$ cat src/rtl/calculador_nota_seq.sv
// Sequential grade calculator: sums N_CANAIS channel readings one per cycle,
// then divides the sum by a constant with a restoring shift-subtract divider
// (one quotient bit per cycle, MSB first) and presents a saturated quotient,
// the remainder and the raw sum.
//
// Handshake: nota_valida is raised when a result is ready and stays high, with
// nota/soma/resto/saturado stable, until an enabled clock edge sees
// nota_aceita=1; that edge consumes the result and the block returns to IDLE.
// A new computation is accepted only in IDLE on an enabled edge with inicio=1.
module calculador_nota_seq #(
    parameter int N_CANAIS = 4,
    parameter int LARGURA  = 4,
    parameter int DIVISOR  = 3,
    localparam int S       = LARGURA + $clog2(N_CANAIS)
) (
    input  logic                        clock,
    input  logic                        reset,
    input  logic                        enable,
    input  logic                        inicio,
    input  logic [N_CANAIS*LARGURA-1:0] canais,
    output logic                        ocupado,
    output logic                        nota_valida,
    input  logic                        nota_aceita,
    output logic [LARGURA-1:0]          nota,
    output logic [S-1:0]                soma,
    output logic [LARGURA-1:0]          resto,
    output logic                        saturado,
    output logic [1:0]                  estado
);

    localparam int IW = $clog2(N_CANAIS);
    localparam int CW = $clog2(S);
    localparam logic [IW-1:0]    IDX_LAST = IW'(N_CANAIS - 1);
    localparam logic [CW-1:0]    CNT_LAST = CW'(S - 1);
    localparam logic [LARGURA:0] DIV_EXT  = (LARGURA + 1)'(DIVISOR);

    // A zero or over-wide divisor cannot be represented by the datapath.
    if (DIVISOR < 1 || DIVISOR > (1 << LARGURA) - 1) begin : g_bad_divisor
        $error("calculador_nota_seq: DIVISOR out of range");
    end

    typedef enum logic [1:0] {
        IDLE   = 2'd0,
        SOMA   = 2'd1,
        DIVIDE = 2'd2,
        DONE   = 2'd3
    } estado_t;

    estado_t                        st, st_next;
    logic [N_CANAIS*LARGURA-1:0]    canais_reg;
    logic [IW-1:0]                  idx;
    logic [S-1:0]                   acc;
    logic [S-1:0]                   dq;       // dividend shifting out, quotient shifting in
    logic [LARGURA-1:0]             rem;
    logic [CW-1:0]                  cnt;

    logic [LARGURA-1:0]             canal_atual;
    logic [S-1:0]                   soma_parcial;
    logic [LARGURA:0]               trial;
    logic [LARGURA:0]               diff;
    logic                           trial_ge;
    logic [LARGURA-1:0]             rem_next;
    logic [S-1:0]                   dq_next;
    logic                           sat_next;

    assign estado      = st;
    assign ocupado     = (st != IDLE);
    assign nota_valida = (st == DONE);

    // Channel adder and one restoring-division step.
    always_comb begin
        canal_atual  = canais_reg[idx*LARGURA +: LARGURA];
        soma_parcial = acc + {{(S - LARGURA){1'b0}}, canal_atual};
        trial        = {rem, dq[S-1]};
        diff         = trial - DIV_EXT;
        trial_ge     = (trial >= DIV_EXT);
        rem_next     = trial_ge ? diff[LARGURA-1:0] : trial[LARGURA-1:0];
        dq_next      = {dq[S-2:0], trial_ge};
        sat_next     = |dq_next[S-1:LARGURA];
    end

    // State register.
    always_ff @(posedge clock) begin
        if (reset) begin
            st <= IDLE;
        end else begin
            st <= st_next;
        end
    end

    // Next-state logic; a disabled cycle freezes the state.
    always_comb begin
        st_next = st;
        if (enable) begin
            case (st)
                IDLE:    if (inicio)          st_next = SOMA;
                SOMA:    if (idx == IDX_LAST) st_next = DIVIDE;
                DIVIDE:  if (cnt == CNT_LAST) st_next = DONE;
                DONE:    if (nota_aceita)     st_next = IDLE;
                default:                      st_next = IDLE;
            endcase
        end
    end

    // Datapath: capture, accumulate, divide, publish results.
    always_ff @(posedge clock) begin
        if (reset) begin
            canais_reg <= '0;
            idx        <= '0;
            acc        <= '0;
            dq         <= '0;
            rem        <= '0;
            cnt        <= '0;
            nota       <= '0;
            soma       <= '0;
            resto      <= '0;
            saturado   <= 1'b0;
        end else if (enable) begin
            case (st)
                IDLE: begin
                    if (inicio) begin
                        canais_reg <= canais;
                        acc        <= '0;
                        idx        <= '0;
                    end
                end
                SOMA: begin
                    acc <= soma_parcial;
                    idx <= idx + 1'b1;
                    if (idx == IDX_LAST) begin
                        dq  <= soma_parcial;
                        rem <= '0;
                        cnt <= '0;
                    end
                end
                DIVIDE: begin
                    dq  <= dq_next;
                    rem <= rem_next;
                    cnt <= cnt + 1'b1;
                    if (cnt == CNT_LAST) begin
                        soma     <= acc;
                        resto    <= rem_next;
                        saturado <= sat_next;
                        nota     <= sat_next ? {LARGURA{1'b1}} : dq_next[LARGURA-1:0];
                    end
                end
                default: begin
                end
            endcase
        end
    end

endmodule

$ cat config.mk
export PLATFORM = sky130hd
export DESIGN_NAME = calculador_nota_seq
export DESIGN_NICKNAME = d
export VERILOG_FILES = /design/src/rtl/calculador_nota_seq.sv
export SDC_FILE = /design/constraint.sdc
export NUM_CORES = 1
export LEC_CHECK = 0
export ABC_AREA = 1
export CORE_ASPECT_RATIO = 1.25
export CORE_MARGIN = 10
export CORE_UTILIZATION = 57
export CTS_CLUSTER_DIAMETER = 120
export DETAILED_ROUTE_END_ITERATION = 8
export PLACE_DENSITY = 0.84
export SETUP_SLACK_MARGIN = 0.4
export SLEW_MARGIN = 20
export SYNTH_ARGS = -nofsm -noshare
export SYNTH_HDL_FRONTEND = slang
export SYNTH_SLANG_ARGS = --single-unit
$ cat constraint.sdc
create_clock -name clock -period 3.3 [get_ports clock]
set_input_delay 0.66 -clock clock [delete_from_list [all_inputs] [get_ports clock]]
set_output_delay 0.66 -clock clock [all_outputs]
set_load 0.05 [all_outputs]
After elaboration in Yosys (flattened, before gate mapping)
Index checks and enable logic that the tools add are counted.

Reductions and logical operators: 10. Add/subtract/negate cells: 4. Shift-type cells: 1. Magnitude comparators: 1. Equal/unequal tests: 9. Muxes and demuxes: 17.

Operator list (count): $pmux W6 S2 (2); $shiftx A16 B5 Y4 (1); $mux W4 (3); $mux W6 (2); $reduce_and A3 Y1 (4); $mux W2 (5); $pmux W2 S4 (1); $pmux W4 S2 (1); $add A6 B4 Y6 (1); $eq A2 B2 Y1 const B (3); $ne A2 B2 Y1 const B (3); $pmux W3 S2 (1); $reduce_bool A2 Y1 (3); $ge A5 B2 Y1 const B (1); $reduce_and A5 Y1 (1); $pmux W2 S2 (1); $sub A4 B2 Y4 const B (1); $add A3 B1 Y3 const B (1); $eq A3 B3 Y1 const B (1); $mux W3 (1); $add A2 B1 Y2 const B (1); $eq A2 B1 Y1 const B (1); $logic_not A2 Y1 (1); $ne A2 B1 Y1 const B (1); $reduce_or A2 Y1 (1).

Output and inout port bits: 19. Word-level logic and storage cells: 53. Bits of input ports: 21. Register bits after elaboration: 54.

Logic depth before layout (Yosys ltp)
Word-level depth: 4. Gate-level depth with buffers: 12. Mapped depth without buffers: 11.

Worst setup path after synthesis
OpenSTA, ideal clock, no wires.

Path type: flip-flop to flip-flop. Start: register idx[0]. End: register acc[4]. Slack: 1.133 ns. Required time: 3.168 ns. Clock period less this slack: 2.167 ns. Path buffers: 1. Cell stages (with the launch flop): 12. Library setup time: 0.132 ns. Arrival: 2.034 ns. Cell sequence: dfxtp_1 > buf_2 > clkinv_1 > o21ai_0 > o22ai_1 > ha_1 > fa_1 > nand3_1 > nand2_1 > or2_2 > nand3_1 > a21oi_1.

Cells in the longest elaborated chain, start to end: 3.

Ends and longest elaborated chain: start: declaration (RTL line 51) `logic [IW-1:0] idx;`; start signal: assignment (RTL line 129) `idx <= idx + 1'b1;`; $shiftx A16 B5 Y4 (RTL line 72) `canal_atual = canais_reg[idx*LARGURA +: LARGURA];`; $add A6 B4 Y6 (RTL line 73) `soma_parcial = acc + {{(S - LARGURA){1'b0}}, canal_atual};`; $pmux W6 S2 (RTL line 119) `case (st)`; end signal: assignment (RTL line 128) `acc <= soma_parcial;`; end: declaration (RTL line 52) `logic [S-1:0] acc;`.

No other way between the ends. A chain may end at the register's enable or synchronous reset.

Final worst setup path
Start: register st[0] (netlist: estado[0]). End: output port ocupado.

Cells in the longest elaborated chain, start to end: 1.

Ends and longest elaborated chain: start: declaration (RTL line 49) `estado_t st, st_next;`; start signal: assignment (RTL line 87) `st <= st_next;`; $reduce_bool A2 Y1 (RTL line 67) `assign ocupado = (st != IDLE);`; end: declaration (RTL line 21) `output logic ocupado,`.

No other way between the ends.

==> impl_metrics.env <==
export IMPL_num_nets_final=413
export IMPL_drt_iter0_markers=155
export IMPL_die_h_um=94.9
export IMPL_clkLatencyLatePin_ns=0.31
export IMPL_holdCritPathClass="flip-flop to flip-flop"
export IMPL_largest_register_ffs=16
export IMPL_pwr_density_cell_nw_per_um2=440
export IMPL_final_common_cell="nand2_1"
export IMPL_crit_slowest_cell="clkdlybuf4s50_1"
export IMPL_cts_sinks=54
export IMPL_cap_violations=0
export IMPL_fin_setup_tns_ns=0
export IMPL_dpl_cell_area_um2=2960
export IMPL_setup_violations_final=0
export IMPL_synth_top_family_by_area="simple AND/OR/NAND/NOR gates"
export IMPL_firstDrtPassIters=4
export IMPL_synthAdderAreaFrac=0.0666
export IMPL_grt_pass1_wl_um=10200
export IMPL_fillers=363
export IMPL_critical_path_most_common_cell="inv_1"
export IMPL_cts_buffers=5
export IMPL_antenna_left=0
export IMPL_synthXorXnorAreaFrac=0.00685
export IMPL_hold_start="canais_reg[4]"
export IMPL_min_period_ns=2.62
export IMPL_p_leak_nw=1.24
export IMPL_io_pins=40
export IMPL_period_share=0.794
export IMPL_synth_largest_area_cell="dfxtp_1"
export IMPL_routedWlPerCell_um=13.5
export IMPL_status="finished, final reports clean"
export IMPL_grt_max_degree=34
export IMPL_slew_headroom=0.605
export IMPL_rsz0062_at_grt="false"
export IMPL_regArea_um2=1080
export IMPL_clock_skew_ns=0.00480
export IMPL_rr_startpoint="idx[0]"
export IMPL_h_tree_depth=2
export IMPL_ir_drop_mv=0.355
export IMPL_postCtsHoldBufs=0
export IMPL_ys_seq_elements=54
export IMPL_fin_util=0.704
export IMPL_antenna_found_initial=0
export IMPL_hold_depth=2
export IMPL_yosys_area_share_simple=0.246
export IMPL_critPathLaunchType="flip-flop"
export IMPL_portBuffers=39
export IMPL_wl_um=5920
export IMPL_fin_area_um2=3070
export IMPL_hold_violations=0
export IMPL_critPathMaxFanout=5
export IMPL_cp_slowest_stage_delay_ns=0.79
export IMPL_synth_net_count=377
export IMPL_grt_ovfl_total=0
export IMPL_num_vias=2371
export IMPL_dpl_hpwl_um=4390
export IMPL_timing_fmax_mhz=382
export IMPL_antenna_cells=0
export IMPL_yosysUniqueCellTypes=34
export IMPL_route_detailed_drc=0
export IMPL_place_congestion=0.913
export IMPL_yosysSeqAreaShare=0.423
export IMPL_multi_input_area_um2=1270
export IMPL_total_power_w=0.00135
export IMPL_die_area_um2=7580
export IMPL_synth_compound_area_frac=0.177
export IMPL_critical_path_arrival_ns=1.96
export IMPL_worst_pin_slew_ns=0.592
export IMPL_cts_resized=0
export IMPL_die_w_um=79.9
export IMPL_slew_viol_final=0
export IMPL_core_um2=4360
export IMPL_crit_chain="inv_1 > ha_1 > inv_1 > clkdlybuf4s50_1"
export IMPL_avgSynthCellArea_um2=7.45
export IMPL_r2r_end="acc[4]"
export IMPL_cts_tree="done"
export IMPL_area_growth_pct=20.0
export IMPL_cp_end_kind="output port"
export IMPL_synth_area_um2=2560
export IMPL_ys_warn_count=0
export IMPL_clockBufferDepth=2
export IMPL_initial_utilization=0.587
export IMPL_clk_pin_slew_worst_paths_ns=0.10
export IMPL_cts_root_buf="clkbuf_8"
export IMPL_rrSetupSlack_ns=0.84
export IMPL_synthCells=343
export IMPL_vias_per_cell=5.41
export IMPL_ys_top_cells_by_area="dfxtp_1 42%, nand2_1 12%, a21oi_1 8.2%"
export IMPL_holdPathEnd="canais_reg[4]"
export IMPL_postCtsSetupBuffers=0
export IMPL_grtUsageTotal=0.163
export IMPL_rr_worst_depth=10
export IMPL_yosysTopAreaCellShare=0.423
export IMPL_required_ns=2.64
export IMPL_grt_pass1_vias=2381
export IMPL_muxShareOfSynthArea=0
export IMPL_rows=27
export IMPL_drive_above_1_share=0.0658
export IMPL_path_class="flip-flop to output port"
export IMPL_layout_common_cells="85 x nand2_1, 54 x dfxtp_1, 42 x a21oi_1"
[logic make-up (layout without fill, tap and decap cells)]
group	after synthesis	after routing
XOR/XNOR	2	2
adder cells (fa/ha/maj)	13	13
AND/OR/NAND/NOR	143	143
flip-flops	54	54
AO/OA/AOI/OAI	84	84
buffers and inverters	47	84
[cell type report]
type,instances,area share
inverters,36,0.0465
repair buffers,40,0.130
well taps,58,0.0237
clock inverters,1,0.00286
clock buffers,7,0.0314
flip-flops and latches,54,0.353
multi-input cells,242,0.413
[worst max-delay path by stage]
| stage | slack (ns) | endpoint | startpoint |
|---|---|---|---|
| floorplan | 1.13 | acc[4] | idx[0] |
| global placement | 0.98 | idx[0] | enable |
| detailed placement | 0.88 | acc[4] | idx[0] |
| CTS | 0.67 | ocupado | estado[0] |
| global route | 0.57 | ocupado | estado[0] |
| finish | 0.68 | ocupado | estado[0] |
[report_power, final]
part	internal, W	switching (W)	total, W	leakage, nW
logic	0.0000879	0.000155	0.000243	0.752
registers	0.000674	0.0000210	0.000695	0.437
clock network	0.000193	0.000219	0.000412	0.0544
total	0.000955	0.000394	0.00135	1.24
[routing by layer]
| metal | part of all wire | up-vias | track usage |
|---|---|---|---|
| met5 | 0 | - | 0 |
| met4 | 0.029 | 0 | 0.0868 |
| met3 | 0.040 | 16 | 0.0352 |
| met2 | 0.53 | 54 | 0.300 |
| met1 | 0.40 | 1108 | 0.166 |
| li1 | - | 1193 | - |
[per-stage QoR]
stage / instances / hold WS, ns / worst slack [ns]
6_report: 438 / 0.469 / 0.680
5_1_grt: 438 / 0.498 / 0.574
2_1_floorplan: 343 / 0.442 / 1.13
4_1_cts: 438 / 0.469 / 0.666
3_5_place_dp: 430 / 0.454 / 0.878
3_3_place_gp: 430 / 0.453 / 0.976
[synthesized netlist by cell type, drive strengths merged]
cell type / number
fa: 1
o22ai: 5
o211ai: 2
clkbuf: 6
nand3b: 2
o21ai: 29
a31oi: 3
nand3: 16
a21oi: 42
xor2: 2
a21o: 2
nand4: 3
ha: 12
clkinv: 4
buf: 5
or2: 1
dfxtp: 54
inv: 32
nand2: 88
nor2: 31
nor3: 2
o221ai: 1
[worst max-delay path, delay by kind of cell, from the launching register on]
family	cells	cell delay, ns
flip-flops	1	0.44
buffers and inverters	3	0.95
adder cells (fa/ha/maj)	1	0.26
Power figures use the tool's default switching activity.
